[src/rtl/wishbone_vga_fill.sv]
// wishbone_vga_fill: Wishbone master that fills VGA memory with a constant or stepped data pattern.
// Ports: clk_i/rst_i clock and sync active-high reset; cmd_* fill command (valid/ready handshake,
// start address, word count, first data, per-word data step, byte select); abort_i stops a fill;
// wb_* Wishbone write master; busy_o fill in progress; done_o completion pulse; aborted_o qualifies done_o.
module wishbone_vga_fill #(
    parameter int ADDR_W = 12,
    parameter int LEN_W  = 13
) (
    input  logic              clk_i,
    input  logic              rst_i,
    input  logic              cmd_valid_i,
    output logic              cmd_ready_o,
    input  logic [ADDR_W-1:0] cmd_addr_i,
    input  logic [LEN_W-1:0]  cmd_len_i,
    input  logic [31:0]       cmd_data_i,
    input  logic [31:0]       cmd_step_i,
    input  logic [3:0]        cmd_sel_i,
    input  logic              abort_i,
    output logic              wb_cyc_o,
    output logic              wb_stb_o,
    output logic              wb_we_o,
    output logic [3:0]        wb_sel_o,
    output logic [ADDR_W-1:0] wb_adr_o,
    output logic [31:0]       wb_dat_o,
    input  logic              wb_ack_i,
    output logic              busy_o,
    output logic              done_o,
    output logic              aborted_o
);
    typedef enum logic [1:0] {IDLE, WRITE, FINISH} state_t;
    state_t            state, state_nxt;
    logic [ADDR_W-1:0] adr;
    logic [31:0]       dat, stp;
    logic [3:0]        sel;
    logic [LEN_W-1:0]  rem;
    logic              abt;
    logic              accept, ack, last;
    assign accept = cmd_valid_i && state == IDLE;
    // acks outside WRITE are ignored
    assign ack  = wb_ack_i && state == WRITE;
    assign last = ack && rem == LEN_W'(1);
    always_comb begin
        state_nxt = state;
        case (state)
            IDLE:    state_nxt = accept ? (cmd_len_i == '0 ? FINISH : WRITE) : IDLE;
            WRITE:   state_nxt = (abort_i || last) ? FINISH : WRITE;
            default: state_nxt = IDLE;
        endcase
    end
    always_ff @(posedge clk_i) begin
        if (rst_i) begin
            state <= IDLE;
            adr   <= '0;
            dat   <= '0;
            stp   <= '0;
            sel   <= '0;
            rem   <= '0;
            abt   <= 1'b0;
        end else begin
            state <= state_nxt;
            if (accept) begin
                adr <= cmd_addr_i;
                dat <= cmd_data_i;
                stp <= cmd_step_i;
                sel <= cmd_sel_i;
                rem <= cmd_len_i;
                abt <= 1'b0;
            end else if (ack) begin
                adr <= adr + ADDR_W'(1);
                dat <= dat + stp;
                rem <= rem - LEN_W'(1);
            end
            if (state == WRITE && abort_i) abt <= 1'b1;
        end
    end
    assign cmd_ready_o = state == IDLE;
    assign wb_cyc_o    = state == WRITE;
    assign wb_stb_o    = state == WRITE;
    assign wb_we_o     = state == WRITE;
    assign wb_adr_o    = adr;
    assign wb_dat_o    = dat;
    assign wb_sel_o    = sel;
    assign busy_o      = state != IDLE;
    assign done_o      = state == FINISH;
    assign aborted_o   = state == FINISH && abt;
endmodule

[config.mk]
export PLATFORM = sky130hd
export DESIGN_NAME = wishbone_vga_fill
export DESIGN_NICKNAME = d
export VERILOG_FILES = /design/src/rtl/wishbone_vga_fill.sv
export SDC_FILE = /design/constraint.sdc
export NUM_CORES = 1
export LEC_CHECK = 0
export ABC_CLOCK_PERIOD_IN_PS = 7700
export CORE_MARGIN = 4
export CORE_UTILIZATION = 40
export DETAILED_ROUTE_END_ITERATION = 6
export GPL_TIMING_DRIVEN = 0
export HOLD_SLACK_MARGIN = 0.05
export MAX_ROUTING_LAYER = met4
export PLACE_DENSITY_LB_ADDON = 0.08
export SETUP_SLACK_MARGIN = 0.15
export SLEW_MARGIN = 5
export SYNTH_ARGS = -nofsm -noshare
export SYNTH_HDL_FRONTEND = slang
export SYNTH_SLANG_ARGS = --single-unit
export TNS_END_PERCENT = 30
[constraint.sdc]
create_clock -name clk_i -period 7.7 [get_ports clk_i]
set_input_delay 1.54 -clock clk_i [delete_from_list [all_inputs] [get_ports clk_i]]
set_output_delay 1.54 -clock clk_i [all_outputs]
set_load 0.05 [all_outputs]
==> results.json, run 1 <==
{
  "yosys.area.top_type": "dfxtp_1",
  "synth-simple-area-share_pct": 20.8,
  "fin_nets": 1031,
  "max_cap_violations": 0,
  "grt.total_usage_pct": 25.2,
  "cts_buffers": 9,
  "diodes": 0,
  "io_buffers": 152,
  "hpwl_um": 15300,
  "slew_violations": 0,
  "min_from": "stp[23]",
  "yosys-top-cells-count": "nand2_1 (128), a21oi_1 (105), dfxtp_1 (96)",
  "fmax_mhz": 263,
  "setup_slack_ns": 3.90,
  "synth-xor-area-share_pct": 3.82,
  "fin_cells": 1083,
  "yosys_warnings": 0,
  "synth-compound-area-share_pct": 29.0,
  "ant_nets": 0,
  "clkSinkCount": 96,
  "worst_slew_pin_slew_ns": 0.807,
  "synth_mux_area_share_pct": 0.917,
  "async_flop_share_pct": 0,
  "rows": 43,
  "fillCellCount": 1335,
  "synth_fp_nets": 868,
  "drt_iter0_drc": 442,
  "start_util_pct": 41.1,
  "worstHoldPathType": "register to register",
  "die_x_um": 128,
  "viasPerCell": 5.74,
  "num_io_pins": 153,
  "finalSetupTns_ns": 0,
  "synthCells": 735,
  "rsz0062_at_grt": "false",
  "ys_top_cells_by_area": "dfxtp_1 (34%), a21oi_1 (9.2%), nand2_1 (8.4%)",
  "area_delta_synth_final_pct": 36.5,
  "drc": 0,
  "finalWirelength_um": 20100,
  "place_ws_ns": 3.68,
  "clkTransAtPathRegs_ns": 0.07,
  "die_area_sq_um": 16300,
  "finalCritPeriodShare_pct": 49.4,
  "htree_num_levels": 3,
  "crit_type": "register to output pin",
  "ir_drop_mv": 0.107,
  "post_cts_buffers": 0,
  "synth_most_common_cell": "nand2_1",
  "synth-edff-count": 0,
  "final-hold-violation-count": 0,
  "clk_latency_ns": 0.36,
  "crit_arrival_ns": 2.26,
  "power.leakage_nw": 2.92,
  "clock_skew_ns": 0.00832,
  "grt_overflow": 0,
  "power_density_nw_per_um2": 197,
  "grt_max_degree": 16,
  "cts_hold_buf": 0,
  "gp_congestion": 0.931,
  "startpoint": "state[0]",
  "synth_cell_types": 65,
  "crit_fanout": 6,
  "end_kind": "output pin",
  "synth_top_family_by_area": "compound AO/OA/AOI/OAI gates",
  "core_sq_um": 13900,
  "ys_seq_elements": 96,
  "drive_gt1_share_pct": 4.10,
  "outcome": "finished, final reports clean",
  "dr.pass1.iters": 5,
  "ys_seq_area_share_pct": 33.5,
  "slew_headroom_pct": 46.2,
  "syn_area_per_cell_sq_um": 7.80,
  "synth_top_area_share_pct": 33.5,
  "timing.hold.ws_ns": 0.464,
  "start_kind": "register",
  "reg2reg_from": "wb_dat_o[7]",
  "route.vias.total": 6212,
  "netlist_area_sq_um": 5730,
  "wl_per_cell_um": 18.6,
  "grt_pass1_vias": 6182,
  "die_h_um": 128,
  "clock_path_buffers": 2,
  "cts_root_buf": "clkbuf_16",
  "worstPathRequired_ns": 6.16,
  "setup_viol": 0,
  "min_period_ns": 3.80,
  "antenna_found_initial": 0,
  "placedCellCount": 1067,
  "cts_tree": "built",
  "synth_adder_area_share_pct": 7.77,
  "ys.flop_type": "dfxtp_1",
  "post_cts_resized": 0,
  "grt_first_pass_wirelength_um": 31900
}
state kept, by name, summed over array words and instances, names as in the netlist:
register / cells
rem: 13
wb_dat_o: 32
wb_adr_o: 12
abt: 1
state: 2
stp: 32
wb_sel_o: 4
per-stage QoR:
stage / power, mW / area, sq um / util (%)
final: 1.54 / 7830 / 56.2
after global routing: 1.60 / 7830 / 56.2
after CTS: 1.54 / 7830 / 56.2
after detailed placement: 1.02 / 7480 / 53.7
after floorplan: 0.845 / 5730 / -
after global placement: 1.01 / 7480 / 53.7
cell type report:
| class | instances | area, sq um | area share [%] |
|---|---|---|---|
| inverters | 14 | 52.6 | 0.672 |
| well taps | 180 | 225 | 2.88 |
| repair buffers | 152 | 1520 | 19.4 |
| plain buffers | 46 | 186 | 2.38 |
| multi-input cells | 579 | 3570 | 45.6 |
| clock buffers | 11 | 243 | 3.10 |
| clock inverters | 5 | 104 | 1.33 |
| flip-flops and latches | 96 | 1920 | 24.6 |
power by group:
group / internal [mW] / leakage, nW / switching [mW] / total, mW
Combinational: 0.171 / 1.97 / 0.268 / 0.439
Sequential: 0.535 / 0.790 / 0.0346 / 0.569
Clock: 0.327 / 0.170 / 0.204 / 0.531
kinds of logic after synthesis:
family                     after synthesis
AOI/OAI and AO/OA                      247
xor gates and xnor gates                25
DFF                                     96
adders and majority gates               35
muxes                                    5
buffers and inverters                   60
and+or+nand+nor                        267
cell usage in the layout, fill, tap and decap left out, types with 4 or more instances in the layout:
cell type	count
clkdlybuf4s50_1	152
nand2_1	128
a21oi_1	105
dfxtp_1	96
nor2_1	58
clkbuf_1	38
ha_1	34
a22oi_1	27
o21ai_0	22
xnor2_1	20
nor3_1	18
inv_1	14
a221oi_1	14
nand3_1	12
a21o_1	11
nand4_1	10
clkbuf_16	9
o21bai_1	8
nor4_1	7
a31oi_1	6
and3_1	6
o211ai_1	5
a211oi_1	5
o21ai_1	5
o22ai_1	5
xor2_1	5
nor2b_1	4
and2_1	4
buf_1	4
nand2b_1	4
a311oi_1	4
critical path, cell delays in order (launching register included):
cell,delay (ns)
dfxtp_1,0.38
inv_1,0.07
nor2_1,0.47
buf_4,0.20
clkdlybuf4s50_1,0.79
metal layers:
metal  routed length [um]  up-vias  share of wire, %  global-route usage [%]
met5                    0        -                 0                       -
met4                  386        0               1.9                    7.93
met3                 1190       23               5.9                    3.58
li1                     -     3000                 -                       -
met2                 9560      231                47                    41.2
met1                 9000     2958                45                    32.5
final timing paths:
kind | to | cells past startpoint | slack (ns)
hold / removal | stp[23] | 2 | 0.46
setup reg to reg | wb_dat_o[31] | 9 | 4.74
hold reg to reg | stp[23] | 2 | 0.46
setup / recovery | wb_stb_o | 4 | 3.90
Power figures use the tool's default switching activity.
==> inputs of run 2 (changes only) <==
--- a/config.mk
+++ b/config.mk
@@ -5,7 +5,7 @@
 export SDC_FILE = /design/constraint.sdc
 export NUM_CORES = 1
 export LEC_CHECK = 0
-export ABC_CLOCK_PERIOD_IN_PS = 7700
+export ABC_CLOCK_PERIOD_IN_PS = 3600
 export CORE_MARGIN = 4
 export CORE_UTILIZATION = 40
 export DETAILED_ROUTE_END_ITERATION = 6
==> constraint.sdc (replaced) <==
create_clock -name clk_i -period 3.6 [get_ports clk_i]
set_input_delay 0.72 -clock clk_i [delete_from_list [all_inputs] [get_ports clk_i]]
set_output_delay 0.72 -clock clk_i [all_outputs]
set_load 0.05 [all_outputs]
==> results of run 2 <==
The final DEF is identical to that of run 1. Status: finished, final reports clean.
Main changes from that run: setup slack after placement 3.68 ns -> 0.397 ns; setup slack after layout 3.90 ns -> 0.618 ns; register-to-register setup slack 4.74 ns -> 0.64 ns; total power 1.54 mW -> 3.29 mW; worst IR drop on VDD 0.107 mV -> 0.228 mV
